**config.mk**
```make
export PLATFORM = sky130hd
export DESIGN_NAME = regfile_sb
export DESIGN_NICKNAME = d
export VERILOG_FILES = /design/src/rtl/regfile_pkg.sv /design/src/rtl/busy_scoreboard.sv /design/src/rtl/regfile_sb.sv
export SDC_FILE = /design/constraint.sdc
export NUM_CORES = 1
export LEC_CHECK = 0
export ABC_AREA = 1
export BUFFER_PORTS_ARGS = -buffer_cell sky130_fd_sc_hd__buf_4
export CAP_MARGIN = 15
export CORE_UTILIZATION = 61
export DETAILED_ROUTE_END_ITERATION = 7
export GPL_ROUTABILITY_DRIVEN = 0
export PLACE_DENSITY = 0.83
export SLEW_MARGIN = 20
export SYNTH_ARGS = -nofsm -noshare
export SYNTH_HDL_FRONTEND = slang
export SYNTH_SLANG_ARGS = --single-unit
```
**constraint.sdc**
```tcl
create_clock -name clk -period 7.3 [get_ports clk]
set_input_delay 0 -clock clk [delete_from_list [all_inputs] [get_ports clk]]
set_output_delay 0 -clock clk [all_outputs]
set_load 0.01 [all_outputs]
```
**src/rtl/regfile_pkg.sv**
```systemverilog
// Shared write-back select encoding and legality check for the register file.
package regfile_pkg;

    localparam int WB_SEL_W = 3;

    localparam logic [WB_SEL_W-1:0] WB_RAM   = 3'd0;
    localparam logic [WB_SEL_W-1:0] WB_ALU   = 3'd1;
    localparam logic [WB_SEL_W-1:0] WB_HI    = 3'd2;
    localparam logic [WB_SEL_W-1:0] WB_LO    = 3'd3;
    localparam logic [WB_SEL_W-1:0] WB_CONST = 3'd4;

    function automatic logic wb_sel_legal(input logic [WB_SEL_W-1:0] sel);
        return (sel <= WB_CONST);
    endfunction

endpackage

```
**src/rtl/busy_scoreboard.sv**
```systemverilog
// One pending bit per register: set when a long-latency result is issued,
// cleared when its write-back lands.
module busy_scoreboard #(
    parameter int NREG = 8,
    parameter int AW   = $clog2(NREG)
) (
    input  logic            clk,
    input  logic            rst,
    input  logic            set_en,
    input  logic [AW-1:0]   set_addr,
    input  logic            clr_en,
    input  logic [AW-1:0]   clr_addr,
    output logic [NREG-1:0] busy_vec
);

    logic [NREG-1:0] busy_d, busy_q;

    // Set is applied after clear so a freshly issued load wins over a
    // write-back retiring the previous result to the same register.
    always_comb begin
        busy_d = busy_q;
        if (clr_en) busy_d[clr_addr] = 1'b0;
        if (set_en) busy_d[set_addr] = 1'b1;
    end

    always_ff @(posedge clk or posedge rst) begin
        if (rst) busy_q <= '0;
        else     busy_q <= busy_d;
    end

    assign busy_vec = busy_q;

endmodule

```
**src/rtl/regfile_sb.sv**
```systemverilog
// Two-read/one-write register file with write-back mux, HI/LO holding
// registers, optional write bypass and a busy scoreboard driving stall.
module regfile_sb
    import regfile_pkg::*;
#(
    parameter int DW      = 16,
    parameter int NREG    = 8,
    parameter int AW      = $clog2(NREG),
    parameter int R0_ZERO = 0,
    parameter int BYPASS  = 1
) (
    input  logic                clk,
    input  logic                rst,
    input  logic [AW-1:0]       rs_addr,
    input  logic [AW-1:0]       rt_addr,
    input  logic                rs_use,
    input  logic                rt_use,
    output logic [DW-1:0]       rs_data,
    output logic [DW-1:0]       rt_data,
    input  logic                wr_en,
    input  logic [AW-1:0]       wr_addr,
    input  logic [WB_SEL_W-1:0] wr_sel,
    input  logic [DW-1:0]       alu_data,
    input  logic [DW-1:0]       ram_data,
    input  logic [DW-1:0]       const_data,
    input  logic                hilo_en,
    input  logic [DW-1:0]       hi_in,
    input  logic [DW-1:0]       lo_in,
    output logic [DW-1:0]       hi_out,
    output logic [DW-1:0]       lo_out,
    input  logic                busy_set,
    input  logic [AW-1:0]       busy_addr,
    output logic [NREG-1:0]     busy_vec,
    output logic                stall,
    output logic                sel_err
);

    logic [DW-1:0] regs_q [NREG];
    logic [DW-1:0] regs_d [NREG];
    logic [DW-1:0] hi_q, hi_d, lo_q, lo_d;
    logic [DW-1:0] wr_data;
    logic          sel_err_q, sel_err_d;
    logic          sel_ok, r0_drop, wr_ok, set_ok, fwd_rs, fwd_rt;

    // HI/LO sources read the registered values, so a same-cycle HI/LO
    // load never leaks into the write-back.
    always_comb begin
        case (wr_sel)
            WB_RAM:   wr_data = ram_data;
            WB_ALU:   wr_data = alu_data;
            WB_HI:    wr_data = hi_q;
            WB_LO:    wr_data = lo_q;
            WB_CONST: wr_data = const_data;
            default:  wr_data = '0;
        endcase
    end

    assign sel_ok  = wb_sel_legal(wr_sel);
    assign r0_drop = (R0_ZERO != 0) && (wr_addr == '0);
    assign wr_ok   = wr_en && sel_ok && !r0_drop;
    assign set_ok  = busy_set && !((R0_ZERO != 0) && (busy_addr == '0));
    assign fwd_rs  = (BYPASS != 0) && wr_ok && (wr_addr == rs_addr);
    assign fwd_rt  = (BYPASS != 0) && wr_ok && (wr_addr == rt_addr);

    always_comb begin
        regs_d = regs_q;
        if (wr_ok) regs_d[wr_addr] = wr_data;
        hi_d      = hilo_en ? hi_in : hi_q;
        lo_d      = hilo_en ? lo_in : lo_q;
        sel_err_d = wr_en && !sel_ok;
    end

    always_ff @(posedge clk or posedge rst) begin
        if (rst) begin
            regs_q    <= '{default: '0};
            hi_q      <= '0;
            lo_q      <= '0;
            sel_err_q <= 1'b0;
        end else begin
            regs_q    <= regs_d;
            hi_q      <= hi_d;
            lo_q      <= lo_d;
            sel_err_q <= sel_err_d;
        end
    end

    always_comb begin
        rs_data = regs_q[rs_addr];
        rt_data = regs_q[rt_addr];
        if ((R0_ZERO != 0) && (rs_addr == '0)) rs_data = '0;
        if ((R0_ZERO != 0) && (rt_addr == '0)) rt_data = '0;
        if (fwd_rs) rs_data = wr_data;
        if (fwd_rt) rt_data = wr_data;
    end

    busy_scoreboard #(
        .NREG (NREG),
        .AW   (AW)
    ) u_busy (
        .clk      (clk),
        .rst      (rst),
        .set_en   (set_ok),
        .set_addr (busy_addr),
        .clr_en   (wr_ok),
        .clr_addr (wr_addr),
        .busy_vec (busy_vec)
    );

    // A forwarded write resolves the hazard in the same cycle it lands.
    assign stall   = (rs_use & busy_vec[rs_addr] & ~fwd_rs)
                   | (rt_use & busy_vec[rt_addr] & ~fwd_rt);
    assign hi_out  = hi_q;
    assign lo_out  = lo_q;
    assign sel_err = sel_err_q;

endmodule

```
# After elaboration in Yosys (flattened, before gate mapping)
# Index checks and enable logic that the tools add are counted.
[word_totals]
reg_bits = 169
inputBits = 102
word_cells = 73
[classes]
order_cmp = 11
n_eq_ne = 6
mux = 22
bitwise_logic = 13
reduce_logical = 9
[op_table]
columns = ["op", "n"]
rows = [
  ["128-bit bitwise mux", 1],
  ["16-bit two-way mux", 7],
  ["16-bit binary-select mux with 3-bit select", 2],
  ["16-bit case mux with 5 select lines", 1],
  ["16-bit demux with 3-bit select", 1],
  ["3-bit by 4-bit less-than comparator with 1-bit output, second input constant", 4],
  ["8-bit two-way mux", 2],
  ["4-bit greater-or-equal comparator, second input constant", 3],
  ["3-bit inverter with 4-bit output", 3],
  ["8-bit bitwise AND", 1],
  ["8-bit inverter", 1],
  ["8-bit bitwise OR", 1],
  ["1-bit logical AND", 7],
  ["1-bit binary-select mux with 3-bit select", 2],
  ["1-bit demux with 3-bit select", 2],
  ["3-bit by 2-bit == test with 1-bit output, second input constant", 2],
  ["3-bit == test", 2],
  ["3-bit by 1-bit greater-or-equal comparator with 1-bit output, second input constant", 2],
  ["1-bit bitwise AND", 4],
  ["4-bit by 1-bit less-than comparator with 1-bit output, second input constant", 1],
  ["1-bit two-way mux", 4],
  ["3-bit by 1-bit == test with 1-bit output, second input constant", 1],
  ["3-bit == test, second input constant", 1],
  ["3-bit less-or-equal comparator, second input constant", 1],
  ["other kinds (4)", 5],
]

# Longest topological paths before layout
# Gate-level depths: netlist of run 1.
[logic_depth]
ltp_word = 9
ltp_mapped = 10

# Cells and area by module
# From an unflattened synthesis of run 1, not the netlist that was laid out.
[hier_totals]
cells_unflattened = 1520
area_unflattened_um2 = 10284.9
[modules_own_cells]
columns = ["module", "n_inst", "cells_each", "area_per_inst_um2", "seq_area_each_um2"]
rows = [
  ["regfile_sb", 1, 1465, 9878.2, 4028.9],
  ["busy_scoreboard", 1, 55, 406.6, 200.2],
]

# Worst setup path after synthesis of run 1
# Ideal clock, no wire load.
[synth_timing]
path_type = "flip-flop to flip-flop"
start = "register lo_q[5] (netlist: lo_out[5])"
end = "register regs_q[117] (netlist bit)"
t_arrival_ns = 0.942
t_required_ns = 7.165
setup_slack_ns = 6.223
stages_incl_launch_ff = 5
synth_period_minus_slack_ns = 1.077
cell_sequence = "dfrtp_1 -> nand4_1 -> nand3_1 -> nor2_1 -> o21ai_0"
[synth_via]
elab_chain_len = 2
[synth_lines]
columns = ["item", "line", "text"]
rows = [
  ["from (decl)", "regfile_sb.sv:40", "logic [DW-1:0] hi_q, hi_d, lo_q, lo_d;"],
  ["from (signal assigned)", "regfile_sb.sv:82", "lo_q <= lo_d;"],
  ["16-bit case mux with 5 select lines", "regfile_sb.sv:48", "case (wr_sel)"],
  ["128-bit bitwise mux", "regfile_sb.sv:67", "if (wr_ok) regs_d[wr_addr] = wr_data;"],
  ["to (signal assigned)", "regfile_sb.sv:80", "regs_q <= regs_d;"],
  ["to (decl)", "regfile_sb.sv:38", "logic [DW-1:0] regs_q [NREG];"],
]
# Every way passes these cells.
# A chain may end at the register's enable or synchronous reset.

# Final worst setup path of run 1
[layout_timing]
start = "input wr_sel[0]"
end = "output rt_data[11]"
[layout_via]
elab_chain_len = 4
[layout_lines]
columns = ["item", "line", "text"]
rows = [
  ["from (decl)", "regfile_sb.sv:22", "input logic [WB_SEL_W-1:0] wr_sel,"],
  ["3-bit less-or-equal comparator", "regfile_pkg.sv:13", "return (sel <= WB_CONST);"],
  ["1-bit logical AND", "regfile_sb.sv:60", "assign wr_ok = wr_en && sel_ok && !r0_drop;"],
  ["1-bit logical AND", "regfile_sb.sv:63", "assign fwd_rt = (BYPASS != 0) && wr_ok && (wr_addr == rt_addr);"],
  ["16-bit two-way mux *", "regfile_sb.sv:93", "if (fwd_rt) rt_data = wr_data;"],
  ["to (decl)", "regfile_sb.sv:19", "output logic [DW-1:0] rt_data,"],
]
# Every way passes the cells marked *; elsewhere a longest branch is shown, timed or not.

==> results of run 1 <==
[cells by family (layout without fill, tap and decap cells)]
| kind of cell | count (synthesis) | count (layout) | synth area share (%) |
|---|---|---|---|
| and+or+nand+nor | 880 | 880 | 37.0 |
| buffers and inverters | 173 | 335 | 7.34 |
| xor gates and xnor gates | 1 | 1 | 0.0870 |
| DFF | 169 | 169 | 42.0 |
| AOI/OAI and AO/OA | 182 | 182 | 9.95 |
| muxes | 32 | 32 | 3.58 |
[cells in the final DEF (no fill, tap or decap), drive strengths merged]
cell and n:
a21oi 18, buf 182, clkbuf 19, clkinv 6, clkinvlp 4, dfrtp 169
dlygate4sd3 41, inv 83, mux2 32, nand2 573, nand3 196, nand4 35
nor2 74, nor3 2, o211ai 36, o21ai 128, xnor2 1
[state kept, by name (all words and copies together), names as in the netlist]
register and cells:
hi_out 16, lo_out 16, regs_q 128, sel_err 1
u_busy.busy_vec 8
[area by class of cell]
class                   instances  area share, %
flip-flops and latches        169           34.6
clock inverters                13          0.799
clock buffers                  19           3.55
repair buffers                223           14.6
inverters                      80           2.50
well taps                     216           2.21
multi-input cells            1095           41.7
[report_power, final]
group          total [uW]  switching (uW)  internal (uW)  leakage [uW]
logic                 724             424            300       0.00384
clock network         851             413            438      0.000251
registers            1240             132           1100       0.00216
total                2810             969           1840       0.00625
[path summary, 6_finish.rpt]
path                                           end  cells past startpoint
setup / recovery                       rt_data[11]                      9
hold / removal               regs_q[4]$_DFFE_PP0P_                      5
setup reg to reg           regs_q[124]$_DFFE_PP0P_                      4
hold reg to reg             regs_q[70]$_DFFE_PP0P_                      2
max in group asynchronous   regs_q[31]$_DFFE_PP0P_                      4
min in group asynchronous   lo_out[13]$_DFFE_PP0P_                      3
[layer usage]
layer | up-vias | share of wire [%] | global-route usage [%]
li1 | 5018 | - | -
met1 | 5048 | 38 | 53.6
met2 | 806 | 45 | 66.3
met3 | 138 | 13 | 12.1
met4 | 0 | 4.4 | 19.8
met5 | - | 0 | 0
[critical path, delay by kind of cell]
kind / cells / cell delay, ns
buffers and inverters: 3 / 0.80
AND/OR/NAND/NOR: 6 / 1.94
[metrics by stage]
step | hold WS, ns | worst slack (ns) | util, %
after floorplan | 0.107 | 2.72 | -
after global placement | 0.234 | 4.72 | 70.4
after detailed placement | 0.236 | 4.62 | 70.4
after CTS | 0.0199 | 4.67 | 76.3
after global routing | 0.0432 | 4.45 | 76.3
final | 0.0357 | 4.54 | 76.3
[timing repair]
action	in CTS	in global routing
setup buffers	0	0
hold buffers	41	0
endpoints found under the hold margin	143	0
endpoints found under the setup margin	0	0
==> results by group, run 1 <==
Synth
  – Share of the yosys chip area belonging to registers: 42.0%
  – Number of different library cells in the post-synthesis netlist: 25
  – Flops & latches, synth: 169
  – Warning count from the yosys run: 0
  – Area contributors post-synth: sky130_fd_sc_hd__dfrtp_1, sky130_fd_sc_hd__nand2_1, sky130_fd_sc_hd__nand3_1, sky130_fd_sc_hd__o21ai_0, sky130_fd_sc_hd__mux2_2
  – Post-synth top cells: sky130_fd_sc_hd__nand2_1, sky130_fd_sc_hd__nand3_1, sky130_fd_sc_hd__dfrtp_1
  – Number of enable-type register cells in the synthesized netlist: 0
  – Gate Count Post-Synth: 1,437
  – Post-Synthesis Net Count: 1,539
  – Cell area after technology mapping: 10,100 sq um
  – Leading area contributor after synthesis: sky130_fd_sc_hd__dfrtp_1
  – Fraction of post-synthesis cell area in the top cell type by area: 42.0%
  – Proportion of synthesized flip-flops having asynchronous set or reset: 100%
  – Synthesized area per cell: 7.00 sq um
  – Leading cell type by number of instances after synthesis: sky130_fd_sc_hd__nand2_1
  – Main synth FF type: sky130_fd_sc_hd__dfrtp_1

Job
  – Max-Cap Viols: 0

Detailed routing
  – Mean number of vias per cell: 6.07
  – Post-detailed-route DRC marker count: 0
  – 1st-pass router iterations: 6
  – Routed len/inst: 19.2 um
  – WL final: 34.8 mm
  – DRC violation total after the first TritonRoute iteration: 1,567
  – ANT nets after route: 0
  – Routed vias: 11,000

Power and ir drop
  – Worst VDD drop: 0.000184 V
  – Leakage power figure: 0.00625 uW
  – Power density cells: 230 nW/um^2
  – Total power after layout: 2810 uW

Clock tree
  – Library cell used as clock root buffer: sky130_fd_sc_hd__clkbuf_16
  – Number of gates resized after cts: 0
  – Clock Pin Slew Worst Setup and Hold Paths: 0.06 ns
  – H-tree levels: 4
  – Number of buffers between clock root and the deepest sink: 2
  – Worst-skew pair later-pin latency: 0.45 ns
  – Number of clock sinks: 169
  – Number of buffers created by CTS: 17
  – CTS tree: built

Min path
  – Hold crit path type: primary input to flop
  – Startpoint of the lowest-slack hold path: ram_data[4]

Setup path
  – Largest incremental delay on the critical path: 0.58 ns
  – Nature of the critical path endpoint: primary output
  – Crit-path cells: buf_4 > nor2_4 > nor2_1 > nor2_2 > nand3_1 > inv_2 > nand2_1 > nand2_1 > buf_4
  – Data arrival, critical path: 2.76 ns
  – Critical R2R Launch: lo_out[12]$_DFFE_PP0P_
  – Internal reg-to-reg setup slack: 5.85 ns
  – Crit path required time: 7.30 ns
  – Cell with the biggest individual delay on the critical path: sky130_fd_sc_hd__nor2_2
  – Worst-path fanout max: 32
  – WS Path Type: primary input to primary output
  – Source of the critical timing path: wr_sel[0]
  – CP startpoint kind: primary input

Final layout
  – Diode count: 0
  – Area growth from synthesis to final layout: 21.3%
  – Design area: 12,200 sq um
  – Finished Layout Cells: 1,815
  – Fraction of final layout cells sized beyond drive strength 1: 17.4%
  – Register area: 4230 sq um
  – Fillers: 1,253
  – Net total in the final layout: 1,688
  – Multi-input gate area: 5100 sq um

Placement
  – Number of cells in the design after placement: 1,742
  – Detailed-placement wirelength estimate: 20.4 mm
  – Buffers added on ports: 175
  – Post-Place Cell Area: 11,300 sq um

Floorplanning
  – Area of the placeable core: 16,000 sq um
  – Number of placement rows: 46
  – Horizontal die dimension: 130 um
  – Count of pins on the block boundary: 176
  – Die height: 130 um
  – Starting density of the core: 62.9%
  – Die Area: 17,000 sq um

Timing
  – Number of slew-limit violations in the final report: 0
  – Setup TNS: 0 ns
  – Remaining max-slew budget at the tightest pin: 30.6%
  – Share of the clock period used by the worst path after layout: 37.8%
  – Tightest Pin Transition: 1.04 ns
  – Clk_skew: 0.0121 ns
  – Count of endpoints failing setup in the final report: 0
  – Setup repair after global routing missed its margin: false
  – Final Hold Fails: 0
  – Final critical path time including I/O delays and setup: 2.76 ns
  – Maximum achievable frequency: 363 MHz

Global route
  – Residual overflow from global routing: 0
  – Vias in the first global route: 10,200
  – Total global-route track usage: 42.0%
  – Wire length of the first global-routing pass: 53.3 mm
  – Largest net degree at the start of global routing: 104
  – Number of antenna violations at the first check in global routing: 0

Outcome
  – Status: completed
Power figures use the tool's default switching activity.
==> inputs of run 2 (changes only) <==
- CORE_UTILIZATION: 61 -> 52
- PLACE_DENSITY: 0.83 -> 0.75
- clock period: 7.3 -> 2.31 ns (I/O delays scaled with it)
==> results by group, run 2 (synthesized netlist as in run 1, its figures left out) <==
Min path
  – Number of stages on the worst hold path: 5
  – Hold crit path type: primary input to flop

Placement
  – Buffers added on ports: 175
  – Post-Place Cell Area: 11,600 sq um
  – Detailed-placement wirelength estimate: 22.1 mm

Final layout
  – Fraction of final layout cells sized beyond drive strength 1: 18.8%
  – Net total in the final layout: 1,714
  – Fillers: 1,623
  – Max reg flops: 128
  – Most used cells in the layout excluding fill and tap cells: sky130_fd_sc_hd__nand2_1, sky130_fd_sc_hd__buf_4, sky130_fd_sc_hd__nand3_1
  – Register ranked first by flip-flop count: regs_q
  – Area growth from synthesis to final layout: 24.7%
  – Design area: 12,600 sq um
  – Diode count: 0
  – Leading cell type in the layout, fill and taps excluded: sky130_fd_sc_hd__nand2_1

Setup path
  – Crit-path cells: dlygate4sd3_1 > buf_4 > inv_1 > nor2_2 > buf_4 > inv_2 > nor2_4 > buf_4 > nand2_1 > nand2_1 > buf_4
  – WS Path Type: primary input to primary output
  – Most used cell along the critical path: sky130_fd_sc_hd__buf_4
  – Nature of the critical path endpoint: primary output
  – Crit path required time: 2.31 ns
  – Largest incremental delay on the critical path: 0.53 ns
  – Worst Path Buf+Inv: 7
  – CP startpoint kind: primary input
  – Data arrival, critical path: 2.18 ns
  – Number of cell instances on the worst register-to-register path: 4
  – Cell with the biggest individual delay on the critical path: sky130_fd_sc_hd__dlygate4sd3_1
  – Worst-path fanout max: 10
  – Number of cells on the critical path: 11
  – Internal reg-to-reg setup slack: 0.91 ns
  – Crit-path leading delay family: buffers and inverters

Timing
  – Final critical path time including I/O delays and setup: 2.18 ns
  – Final Hold Fails: 0
  – Maximum achievable frequency: 458 MHz
  – Share of the clock period used by the worst path after layout: 94.5%
  – Clk_skew: 0.00775 ns
  – Setup repair after global routing missed its margin: false
  – Remaining max-slew budget at the tightest pin: 56.1%
  – Number of slew-limit violations in the final report: 0
  – Tightest Pin Transition: 0.659 ns
  – Count of endpoints failing setup in the final report: 0
  – Setup TNS: 0 ns

Clock tree
  – Library cell used as clock root buffer: sky130_fd_sc_hd__clkbuf_16
  – Number of buffers between clock root and the deepest sink: 2
  – Number of buffers created by CTS: 17
  – Worst-skew pair later-pin latency: 0.44 ns
  – H-tree levels: 4
  – CTS tree: built
  – Clock Pin Slew Worst Setup and Hold Paths: 0.06 ns
  – Post-CTS Setup Bufs: 0
  – Number of clock sinks: 169

Global route
  – Number of antenna violations at the first check in global routing: 0
  – Residual overflow from global routing: 0
  – Total global-route track usage: 36.1%
  – Largest net degree at the start of global routing: 96
  – Vias in the first global route: 10,400
  – Wire length of the first global-routing pass: 55.2 mm

Detailed routing
  – WL final: 34.6 mm
  – Post-detailed-route DRC marker count: 0
  – Mean number of vias per cell: 5.73
  – DRC violation total after the first TritonRoute iteration: 1,218
  – Routed len/inst: 18.4 um
  – ANT nets after route: 0
  – 1st-pass router iterations: 7
  – Routed vias: 10,800

Job
  – Max-Cap Viols: 0

Floorplanning
  – Die Area: 19,900 sq um
  – Area of the placeable core: 18,800 sq um
  – Number of placement rows: 50
  – Die height: 141 um
  – Count of pins on the block boundary: 176
  – Starting density of the core: 53.4%
  – Horizontal die dimension: 141 um

Outcome
  – Status: completed

Power and ir drop
  – Worst VDD drop: 0.000540 V
  – Power density cells: 726 nW/um^2
  – Leakage power figure: 0.00642 uW
[run 2: changes by cell type in the layout (fill, tap and decap cells not counted), moves of 2 or more]
cell | previous run | this run
sky130_fd_sc_hd__buf_4 | 182 | 205
sky130_fd_sc_hd__inv_6 | 5 | 2
sky130_fd_sc_hd__bufinv_16 | 0 | 2
sky130_fd_sc_hd__buf_12 | 0 | 3
sky130_fd_sc_hd__clkbuf_1 | 2 | 0
sky130_fd_sc_hd__clkinv_4 | 2 | 4
[run 2: timing repair]
item,CTS,global route
resized for setup,0,0
hold buffers,41,0
endpoints found under the hold margin,64,0
[run 2: worst min-delay path: cells and delay by family]
family,cells,cell delay (ns)
buffers and inverters,1,0.07
and+or+nand+nor,3,0.22
AOI/OAI and AO/OA,1,0.12
[run 2: area by class of cell]
type                       instances  area [sq um]  share of cell area (%)
tap                              260           325                    2.59
timing repair buffer             249          2010                    16.0
inverter                          80           304                    2.42
multi-input combinational       1095          5100                    40.6
sequential                       169          4230                    33.7
clock buffer                      18           439                    3.50
clock inverter                    14           148                    1.18
[run 2: worst paths after layout]
check / from / end
max: wr_en / rs_data[0]
min: ram_data[4] / regs_q[116]$_DFFE_PP0P_
max reg2reg: hi_out[7]$_DFFE_PP0P_ / regs_q[103]$_DFFE_PP0P_
min reg2reg: regs_q[66]$_DFFE_PP0P_ / regs_q[66]$_DFFE_PP0P_
max in group asynchronous: rst / lo_out[2]$_DFFE_PP0P_
min in group asynchronous: rst / regs_q[43]$_DFFE_PP0P_
[run 2: metal layers]
layer,global-route usage [%],share of wire [%],routed length (um),vias to the layer above
li1,-,-,-,5052
met1,47.1,40,13900,5024
met2,57.8,46,15900,647
met3,9.34,11,3810,79
met4,13.4,2.8,965,0
met5,0,0,0,-
[run 2: power breakdown]
part | internal [uW] | switching, uW
Combinational | 978 | 1340
Sequential | 3490 | 422
Clock | 1630 | 1260
[run 2: stage by stage]
step	hold slack, ns	instances	worst slack, ns	total power [uW]	util [%]
detailed placement	0.121	1812	0.540	6150	61.4
global route	0.0564	1885	0.0461	9580	66.7
finish	0.0196	1885	0.127	9110	66.7
CTS	0.0174	1885	0.191	9080	66.7
global placement	0.119	1812	0.581	6090	61.4
floorplan	0.107	1437	0.155	5260	-
